## config.mk

```make
export PLATFORM = sky130hd
export DESIGN_NAME = src_comm_ctrl_flat
export DESIGN_NICKNAME = d
export VERILOG_FILES = /design/src/rtl/src_comm_ctrl_if.sv /design/src/rtl/src_comm_ctrl.sv /design/src/flat_wrapper.sv
export SDC_FILE = /design/constraint.sdc
export NUM_CORES = 1
export LEC_CHECK = 0
export ABC_CLOCK_PERIOD_IN_PS = 2520
export CAP_MARGIN = 20
export CORE_MARGIN = 4
export CORE_UTILIZATION = 36
export CTS_BUF_LIST = sky130_fd_sc_hd__clkbuf_4 sky130_fd_sc_hd__clkbuf_8
export DETAILED_ROUTE_END_ITERATION = 10
export PLACE_DENSITY = 0.83
export SYNTH_ARGS = -nofsm -noshare
export SYNTH_HDL_FRONTEND = slang
export SYNTH_SLANG_ARGS = --single-unit
```

## constraint.sdc

```tcl
create_clock -name clk_i -period 2.52 [get_ports clk_i]
set_input_delay 0.63 -clock clk_i [delete_from_list [all_inputs] [get_ports clk_i]]
set_output_delay 0.63 -clock clk_i [all_outputs]
set_load 0.02 [all_outputs]
```

## src/rtl/src_comm_ctrl_if.sv

```systemverilog
// Source/buffer bus for src_comm_ctrl.
// master: the controller (drives source enables and buffer writes).
// slave:  the environment (producers and buffer write side).
interface src_comm_ctrl_if #(
    parameter int unsigned N_SRC  = 4,
    parameter int unsigned DATA_W = 16
);
    logic [N_SRC-1:0]        src_valid;
    logic [N_SRC*DATA_W-1:0] src_data;
    logic [N_SRC-1:0]        src_en;
    logic                    buf_full;
    logic                    buf_empty;
    logic                    buf_rd_valid;
    logic                    wr_en;
    logic [DATA_W-1:0]       wr_data;

    modport master (
        input  src_valid, src_data, buf_full, buf_empty, buf_rd_valid,
        output src_en, wr_en, wr_data
    );

    modport slave (
        output src_valid, src_data, buf_full, buf_empty, buf_rd_valid,
        input  src_en, wr_en, wr_data
    );
endinterface

```

## src/rtl/src_comm_ctrl.sv

```systemverilog
// Communication controller: selects one of N_SRC producers on start, forwards its
// valid samples as buffer writes, stalls on buffer full, drains on stop.
// Optional feature macro SRC_DROP_CNT_EN adds drop_cnt_o, a saturating count of
// active-source samples discarded while the buffer is full.
module src_comm_ctrl #(
    parameter int unsigned N_SRC  = 4,
    parameter int unsigned SEL_W  = 2,
    parameter int unsigned DATA_W = 16
) (
    input  logic             clk_i,
    input  logic             rst_ni,
    input  logic             start_i,
    input  logic [SEL_W-1:0] sel_i,
    input  logic             stop_i,
    src_comm_ctrl_if.master  bus,
    output logic [SEL_W-1:0] active_src_o,
    output logic             busy_o,
    output logic             sel_err_o,
    output logic [1:0]       state_o
`ifdef SRC_DROP_CNT_EN
    ,
    output logic [7:0]       drop_cnt_o
`endif
);

    typedef enum logic [1:0] {
        StIdle  = 2'd0,
        StComm  = 2'd1,
        StWait  = 2'd2,
        StDrain = 2'd3
    } state_e;

    localparam logic [SEL_W:0] NSrcW = (SEL_W + 1)'(N_SRC);

    state_e            state_q;
    logic [SEL_W-1:0]  active_src_q;
    logic              wr_en_q;
    logic [DATA_W-1:0] wr_data_q;
    logic              sel_err_q;

    logic              act_valid;
    logic [DATA_W-1:0] act_data;
    logic              sel_ok;

    assign sel_ok = {1'b0, sel_i} < NSrcW;

    // Mux out the strobe and sample of the latched source.
    always_comb begin
        act_valid = 1'b0;
        act_data  = '0;
        for (int unsigned i = 0; i < N_SRC; i++) begin
            if (active_src_q == SEL_W'(i)) begin
                act_valid = bus.src_valid[i];
                act_data  = bus.src_data[i*DATA_W +: DATA_W];
            end
        end
    end

    // One-hot source enable, only while actively communicating.
    always_comb begin
        bus.src_en = '0;
        for (int unsigned i = 0; i < N_SRC; i++) begin
            bus.src_en[i] = (state_q == StComm) && (active_src_q == SEL_W'(i));
        end
    end

`ifdef SRC_DROP_CNT_EN
    logic [7:0] drop_cnt_q;
    logic       drop_now;

    // A sample is lost when the active source strobes while the buffer path is stalled.
    assign drop_now = act_valid &&
                      (((state_q == StComm) && !stop_i && bus.buf_full) || (state_q == StWait));
    assign drop_cnt_o = drop_cnt_q;
`endif

    // Session FSM with registered write path and error pulse.
    always_ff @(posedge clk_i or negedge rst_ni) begin
        if (!rst_ni) begin
            state_q      <= StIdle;
            active_src_q <= '0;
            wr_en_q      <= 1'b0;
            wr_data_q    <= '0;
            sel_err_q    <= 1'b0;
`ifdef SRC_DROP_CNT_EN
            drop_cnt_q   <= '0;
`endif
        end else begin
            wr_en_q   <= 1'b0;
            sel_err_q <= 1'b0;
`ifdef SRC_DROP_CNT_EN
            if (drop_now && (drop_cnt_q != 8'hFF)) begin
                drop_cnt_q <= drop_cnt_q + 8'd1;
            end
`endif
            unique case (state_q)
                StIdle: begin
                    if (start_i) begin
                        if (sel_ok) begin
                            active_src_q <= sel_i;
                            state_q      <= StComm;
`ifdef SRC_DROP_CNT_EN
                            drop_cnt_q   <= '0;
`endif
                        end else begin
                            sel_err_q <= 1'b1;
                        end
                    end
                end
                StComm: begin
                    if (stop_i) begin
                        state_q <= StDrain;
                    end else if (bus.buf_full) begin
                        state_q <= StWait;
                    end else if (act_valid) begin
                        wr_en_q   <= 1'b1;
                        wr_data_q <= act_data;
                    end
                end
                StWait: begin
                    if (stop_i) begin
                        state_q <= StDrain;
                    end else if (!bus.buf_full) begin
                        state_q <= StComm;
                    end
                end
                StDrain: begin
                    if (bus.buf_empty && !bus.buf_rd_valid) begin
                        state_q <= StIdle;
                    end
                end
                default: state_q <= StIdle;
            endcase
        end
    end

    assign bus.wr_en    = wr_en_q;
    assign bus.wr_data  = wr_data_q;
    assign active_src_o = active_src_q;
    assign sel_err_o    = sel_err_q;
    assign busy_o       = (state_q != StIdle);
    assign state_o      = state_q;

endmodule

```

## src/flat_wrapper.sv

```systemverilog
// flat-port wrapper written by rule: the top's interface ports become plain ports
module src_comm_ctrl_flat 
#(
    parameter int unsigned N_SRC  = 4,
    parameter int unsigned SEL_W  = 2,
    parameter int unsigned DATA_W = 16
)
  (clk_i, rst_ni, start_i, sel_i, stop_i, active_src_o, busy_o, sel_err_o, state_o, bus_src_valid, bus_src_data, bus_buf_full, bus_buf_empty, bus_buf_rd_valid, bus_src_en, bus_wr_en, bus_wr_data);
  src_comm_ctrl_if #(.N_SRC(N_SRC), .DATA_W(DATA_W)) bus_i ();
  input  logic clk_i;
  input  logic rst_ni;
  input  logic start_i;
  input  logic [SEL_W-1:0] sel_i;
  input  logic stop_i;
  output logic [SEL_W-1:0] active_src_o;
  output logic busy_o;
  output logic sel_err_o;
  output logic [1:0] state_o;
  input wire logic [$bits(bus_i.src_valid)-1:0] bus_src_valid;
  input wire logic [$bits(bus_i.src_data)-1:0] bus_src_data;
  input wire logic [$bits(bus_i.buf_full)-1:0] bus_buf_full;
  input wire logic [$bits(bus_i.buf_empty)-1:0] bus_buf_empty;
  input wire logic [$bits(bus_i.buf_rd_valid)-1:0] bus_buf_rd_valid;
  output wire logic [$bits(bus_i.src_en)-1:0] bus_src_en;
  output wire logic [$bits(bus_i.wr_en)-1:0] bus_wr_en;
  output wire logic [$bits(bus_i.wr_data)-1:0] bus_wr_data;
  assign bus_i.src_valid = bus_src_valid;
  assign bus_i.src_data = bus_src_data;
  assign bus_i.buf_full = bus_buf_full;
  assign bus_i.buf_empty = bus_buf_empty;
  assign bus_i.buf_rd_valid = bus_buf_rd_valid;
  assign bus_src_en = bus_i.src_en;
  assign bus_wr_en = bus_i.wr_en;
  assign bus_wr_data = bus_i.wr_data;
  src_comm_ctrl #(.N_SRC(N_SRC), .SEL_W(SEL_W), .DATA_W(DATA_W)) u_core (.clk_i(clk_i), .rst_ni(rst_ni), .start_i(start_i), .sel_i(sel_i), .stop_i(stop_i), .bus(bus_i), .active_src_o(active_src_o), .busy_o(busy_o), .sel_err_o(sel_err_o), .state_o(state_o));
endmodule
```

-- After elaboration in Yosys (flattened, before gate mapping)
Cells that the tools add are included.
- flip-flop bits (word level): 21
- output and inout port bits: 27
- word-level logic and storage cells: 47
- eq/ne operators: 10
- mux-type cells: 19
- bitwise operators: 2
- reductions and logical operators: 12
- operator list (cell ; number):
    $mux 16 ; 4
    $mux 2 ; 6
    $eq 2x2->1 const B ; 4
    $mux 1 ; 8
    $pmux 2 s4 ; 1
    $reduce_and 4->1 ; 2
    $ne 3x3->1 const B ; 2
    $logic_and 1x1->1 ; 5
    $eq 2x1->1 const B ; 2
    $logic_not 2->1 ; 2
    $ne 2x1->1 const B ; 1
    $ne 2x2->1 const B ; 1
    $not 1->1 ; 2
    $reduce_and 2->1 ; 1
    $reduce_bool 2->1 ; 1
    $logic_not 1->1 ; 1

-- Depth between registers and ports, before layout
Gate-level depths: netlist of run 1.
- depth in word-level cells: 9
- gate-level depth with buffers: 7
- mapped depth without buffers: 3

-- Worst setup path before layout of run 1
OpenSTA, ideal clock, no wires.
- kind: register to output
- start point: register u_core.active_src_q[0], in the netlist u_core.active_src_o[0]
- end point: output bus_src_en[1]
- arrival time: 2.026 ns
- data required time: 1.890 ns
- slack: -0.136 ns
- stages on the path, launching flop included: 4
- cell sequence: dfrtp_1 clkbuf_1 clkbuf_1 nor4bb_1
- longest elaborated chain between the ends: 2
- ends and longest elaborated chain (what ; line ; text):
    start: declaration ; src_comm_ctrl.sv:36 ; logic [SEL_W-1:0] active_src_q;
    start signal: assignment ; src_comm_ctrl.sv:100 ; active_src_q <= sel_i;
    $eq 2x1->1 ; src_comm_ctrl.sv:63 ; bus.src_en[i] = (state_q == StComm) && (active_src_q == SEL_W'(i));
    $logic_and 1x1->1 ; src_comm_ctrl.sv:63 ;
    end: declaration ; flat_wrapper.sv:24 ; output wire logic [$bits(bus_i.src_en)-1:0] bus_src_en;
No other way between the ends.

-- Final worst setup path of run 1
- start point: register u_core.state_q[1], in the netlist u_core.state_o[1]
- end point: output bus_src_en[0]
- longest elaborated chain between the ends: 2
- ends and longest elaborated chain (what ; line ; text):
    start: declaration ; src_comm_ctrl.sv:35 ; state_e state_q;
    start signal: assignment ; src_comm_ctrl.sv:80 ; state_q <= StIdle;
    start signal: assignment ; src_comm_ctrl.sv:101 ; state_q <= StComm;
    start signal: assignment ; src_comm_ctrl.sv:112 ; state_q <= StDrain;
    $eq 2x1->1 ; src_comm_ctrl.sv:63 ;
    $logic_and 1x1->1 ; src_comm_ctrl.sv:63 ;
No other way between the ends.

==> flow_summary.json, run 1 <==
{
  "arrival_ns": 1.77,
  "cts_root_buffer": "clkbuf_8",
  "grt_start_max_net_pins": 23,
  "first_pass_iters": 4,
  "dp.cells": 270,
  "clk_pin_slew_ns": 0.07,
  "synth_area_per_cell_um2": 11.6,
  "hold_viol_final": 0,
  "ant_nets": 0,
  "yosys_warnings": 0,
  "layout_common_cells": "clkdlybuf4s50_1 (102), mux2i_1 (22), dfrtp_1 (20)",
  "instances_no_fill": 274,
  "initial_core_util_pct": 38.6,
  "grt-ovfl-total": 0,
  "nets": 304,
  "yosys.cell_types.count": 24,
  "htree_levels": 1,
  "period_share_pct": 95.1,
  "cap_violations": 0,
  "tns_ns": 0,
  "ctsHoldBuffers": 0,
  "track_usage_pct": 18.3,
  "clock-sinks": 21,
  "rsz0062_at_grt": "no",
  "viasPerCell": 5.30,
  "cp.required_ns": 1.89,
  "ioPinCount": 104,
  "p_total_mw": 2.35,
  "fmax_mhz": 417,
  "synth_cells": 126,
  "setup_viol": 0,
  "cts_tree": "yes",
  "synth_seq_cells": 21,
  "crit_fanout": 12,
  "syn_nets": 203,
  "worst_setup_path_end_kind": "output pin",
  "antenna_cells": 0,
  "grt_pass1_wl_um": 7480,
  "powerDensity_mw_per_mm2": 914,
  "slew_violations": 0,
  "fp.dieW_um": 71.6,
  "cts-resized-gates": 0,
  "clk-insertion-delay-late_ns": 0.25,
  "wl_um": 4710,
  "hpwl_um": 3810,
  "area_growth_pct": 76.4,
  "die_h_um": 71.6,
  "core_mm2": 0.00377,
  "grt_use_met3_pct": 5.47,
  "place_congestion": 0.727,
  "drive_gt1_share_pct": 16.8,
  "dr.first_iter.drc_count": 68,
  "p_leak_nw": 1.05,
  "grtUsageMet1_pct": 21.3,
  "crit_type": "reg -> out",
  "grt.busiest_layer": "met2",
  "drc": 0,
  "cts_setup_buffers": 0,
  "cp-start-kind": "register",
  "fin_worst_skew_ns": 0.00430,
  "wl_per_cell_um": 17.2,
  "final_core_util_pct": 68.1,
  "antenna_found_initial": 0,
  "rows": 22,
  "ir_drop_v": 0.000657,
  "ys_seq_area_share_pct": 36.1,
  "dieArea_mm2": 0.00513,
  "finalCriticalPeriod_ns": 2.40,
  "r2r_setup_slack_ns": 0.56,
  "use_met2_pct": 33.4,
  "syn_area_mm2": 0.00146,
  "run_status": "complete, no violations",
  "cts_max_path_buffers": 2,
  "vias": 1452,
  "final_common_cell": "clkdlybuf4s50_1",
  "io_buffers": 102,
  "hp-class": "reg -> reg",
  "first_global_vias": 1567,
  "cts_made_buffers": 3
}
[registers in the layout, indices dropped and copies added, names as in the netlist]
| signal | count |
|---|---|
| u_core.active_src_o | 2 |
| u_core.bus.wr_en | 1 |
| u_core.bus.wr_data | 16 |
| u_core.state_o | 2 |
[power by group]
part / leakage (nW) / switching (mW) / internal, mW / total [mW]
clock: 0.0255 / 0.0996 / 0.110 / 0.209
combinational: 0.764 / 0.677 / 0.824 / 1.50
sequential: 0.260 / 0.149 / 0.488 / 0.637
total: 1.05 / 0.925 / 1.42 / 2.35
[synth_stat cells]
| master | n | area share [%] |
|---|---|---|
| mux2i_1 | 22 | 15 |
| dfrtp_1 | 21 | 36 |
| mux2_2 | 18 | 14 |
| a221o_1 | 16 | 11 |
| nor4_1 | 16 | 6.9 |
| clkbuf_1 | 7 | 1.8 |
| buf_2 | 3 | 1.0 |
| buf_6 | 3 | 2.3 |
| buf_4 | 2 | 1.0 |
| inv_1 | 2 | 0.52 |
| nand2b_1 | 2 | 0.86 |
| nor4bb_1 | 2 | 1.4 |
| a21oi_1 | 1 | 0.34 |
| and4b_1 | 1 | 0.69 |
| conb_1 | 1 | 0.26 |
| mux4_2 | 1 | 1.5 |
| nand2b_4 | 1 | 0.94 |
| nor2_1 | 1 | 0.26 |
| nor3b_4 | 1 | 1.3 |
| nor4b_1 | 1 | 0.60 |
| o21ai_0 | 1 | 0.34 |
| o21ba_2 | 1 | 0.69 |
| or2_2 | 1 | 0.43 |
| or4b_1 | 1 | 0.69 |
[path summary, 6_finish.rpt]
| check | startpoint | end | cells after the start |
|---|---|---|---|
| max in group asynchronous | rst_ni | u_core.active_src_o[0] | 2 |
| hold reg to reg | u_core.bus.wr_data[11] | u_core.bus.wr_data[11] | 1 |
| hold / removal | u_core.bus.wr_data[11] | u_core.bus.wr_data[11] | 1 |
| setup / recovery | u_core.state_o[1] | bus_src_en[0] | 2 |
| min in group asynchronous | rst_ni | u_core.bus.wr_data[10] | 2 |
| setup reg to reg | u_core.state_o[1] | u_core.bus.wr_data[4] | 5 |
[through the flow]
step / hold slack [ns] / instance area [um^2] / setup slack, ns
global placement: 0.498 / 2520 / 0.107
global route: 0.539 / 2570 / 0.00379
CTS: 0.522 / 2570 / 0.119
floorplan: 0.334 / 1460 / 0.0393
finish: 0.525 / 2570 / 0.122
detailed placement: 0.499 / 2520 / 0.0548
[final cells by class]
type / count / area, um^2
inverters: 2 / 7.51
fillers: 271 / 1200
repair buffers: 111 / 1090
clock buffers: 3 / 41.3
well taps: 48 / 60.1
clock inverters: 1 / 5.00
flip-flops and latches: 21 / 527
multi-input cells: 88 / 840
[logic make-up after synthesis]
kind of cell	synth area share, %
AO/OA/AOI/OAI	12.4
flip-flops	36.1
other	0.257
multiplexers	30.6
AND/OR/NAND/NOR	14.0
buffers and inverters	6.70
[per-layer routing]
layer,share of wire (%),vias up
met5,0,-
met4,0.32,0
met3,8.3,2
met2,51,66
met1,40,682
li1,-,702
[worst max-delay path: stages, from the launching register on]
cell             delay (ns)
dfrtp_1                0.52
nor4b_1                0.34
clkdlybuf4s50_1        0.66
No activity file was read; power rests on OpenSTA's default activity.
==> inputs of run 2 (changes only) <==
--- a/config.mk
+++ b/config.mk
@@ -7,7 +7,7 @@
 export LEC_CHECK = 0
 export ABC_CLOCK_PERIOD_IN_PS = 2520
 export CAP_MARGIN = 20
-export CORE_MARGIN = 4
+export CORE_MARGIN = 2
 export CORE_UTILIZATION = 36
 export CTS_BUF_LIST = sky130_fd_sc_hd__clkbuf_4 sky130_fd_sc_hd__clkbuf_8
 export DETAILED_ROUTE_END_ITERATION = 10
==> flow_summary.json, run 2 (synthesis results as in run 1) <==
{
  "run_status": "complete, no violations",
  "slew_headroom_pct": 64.8,
  "io_buffers": 102,
  "crit_type": "reg -> out",
  "critPathMaxStageDelay_ns": 0.66,
  "nets": 304,
  "track_usage_pct": 18.4,
  "clk-insertion-delay-late_ns": 0.25,
  "ioPinCount": 104,
  "fillerInstances": 332,
  "tns_ns": 0,
  "cp.required_ns": 1.89,
  "final_core_util_pct": 65.6,
  "core_mm2": 0.00394,
  "wl_um": 4220,
  "hold_viol_final": 0,
  "hp-start": "u_core.bus.wr_data[12]",
  "largest_reg_flops": 16,
  "cts_root_buffer": "clkbuf_8",
  "clk_pin_slew_ns": 0.08,
  "cts_tree": "yes",
  "dp.cells": 272,
  "antenna_cells": 0,
  "first_pass_iters": 4,
  "vias": 1439,
  "first_global_vias": 1359,
  "ir_drop_v": 0.000463,
  "dpl-instance-area_mm2": 0.00254,
  "setup_viol": 0,
  "wl_per_cell_um": 15.3,
  "cap_violations": 0,
  "arrival_ns": 1.77,
  "die_h_um": 67.6,
  "ctsHoldBuffers": 0,
  "r2r_start": "u_core.state_o[1]",
  "ant_nets": 0,
  "worst_slack_ns": 0.115,
  "antenna_found_initial": 0,
  "cts_made_buffers": 3,
  "cp-start-kind": "register",
  "slew_violations": 0,
  "crit_fanout": 12,
  "holdWs_ns": 0.517,
  "dr.first_iter.drc_count": 93,
  "dp_slack_ns": 0.0579,
  "powerDensity_mw_per_mm2": 900,
  "grt-ovfl-total": 0,
  "ff2ff_path_depth": 3,
  "clock-sinks": 21,
  "htree_levels": 1,
  "p_leak_nw": 1.05,
  "rows": 23,
  "hold_path_end": "u_core.bus.wr_data[12]",
  "hpwl_um": 3350,
  "grt_pass1_wl_um": 6300,
  "p_total_mw": 2.33,
  "instances_no_fill": 276,
  "worst_pin_slew_ns": 0.527,
  "cts_setup_buffers": 0,
  "worst_setup_path_end_kind": "output pin",
  "cp_slowest_cell": "clkdlybuf4s50_1",
  "hp-class": "reg -> reg",
  "cts-resized-gates": 0,
  "cts_max_path_buffers": 2,
  "fmax_mhz": 416,
  "drc": 0,
  "startpoint": "u_core.state_o[1]",
  "whs_path_depth": 1,
  "area_growth_pct": 77.7,
  "fin_worst_skew_ns": 0.00161,
  "layout_common_cells": "clkdlybuf4s50_1 (102), mux2i_1 (21), dfrtp_1 (20)",
  "seq_area_um2": 527,
  "multiInputGateArea_um2": 843,
  "period_share_pct": 95.4,
  "drive_gt1_share_pct": 17.3,
  "grt_start_max_net_pins": 37,
  "final_common_cell": "clkdlybuf4s50_1",
  "place_congestion": 0.669,
  "worstPathCellList": "nor4b_1, clkdlybuf4s50_1",
  "viasPerCell": 5.21,
  "fin_area_mm2": 0.00259,
  "finalCriticalPeriod_ns": 2.40,
  "reg2reg_to": "u_core.bus.wr_data[2]",
  "dieArea_mm2": 0.00457,
  "fp.dieW_um": 67.6,
  "rsz0062_at_grt": "no",
  "initial_core_util_pct": 36.9,
  "r2r_setup_slack_ns": 0.56
}
## run 2: cell counts in the layout (fill, tap and decap cells not counted)
Identical to the previous run, type by type.
## run 2: power breakdown
part	switching, mW	leakage, nW	internal [mW]
combinational	0.670	0.765	0.822
sequential	0.133	0.260	0.488
clock	0.104	0.0255	0.110
## run 2: worst max path at each step
stage	slack [ns]	end
2_1_floorplan	0.04	bus_src_en[1]
3_3_place_gp	0.10	u_core.bus.wr_data[4]
3_5_place_dp	0.06	u_core.bus.wr_data[9]
4_1_cts	0.09	bus_src_en[0]
5_1_grt	0.02	bus_src_en[0]
6_report	0.12	bus_src_en[0]
## run 2: layout make-up
| class | instances | share of cell area (%) |
|---|---|---|
| clock inverters | 1 | 0.193 |
| flip-flops and latches | 21 | 20.4 |
| well taps | 50 | 2.42 |
| inverters | 2 | 0.290 |
| repair buffers | 111 | 42.6 |
| clock buffers | 3 | 1.60 |
| multi-input cells | 88 | 32.6 |
## run 2: routing by layer
metal  wire, um  track usage (%)
met5          0                0
met4         35             5.36
met3        453             3.83
met2       2070             30.8
met1       1650             23.7
## run 2: critical path, delay by kind of cell, from the launching register on
kind	cells	cell delay, ns
and+or+nand+nor	1	0.35
buffers and inverters	1	0.66
DFF	1	0.51
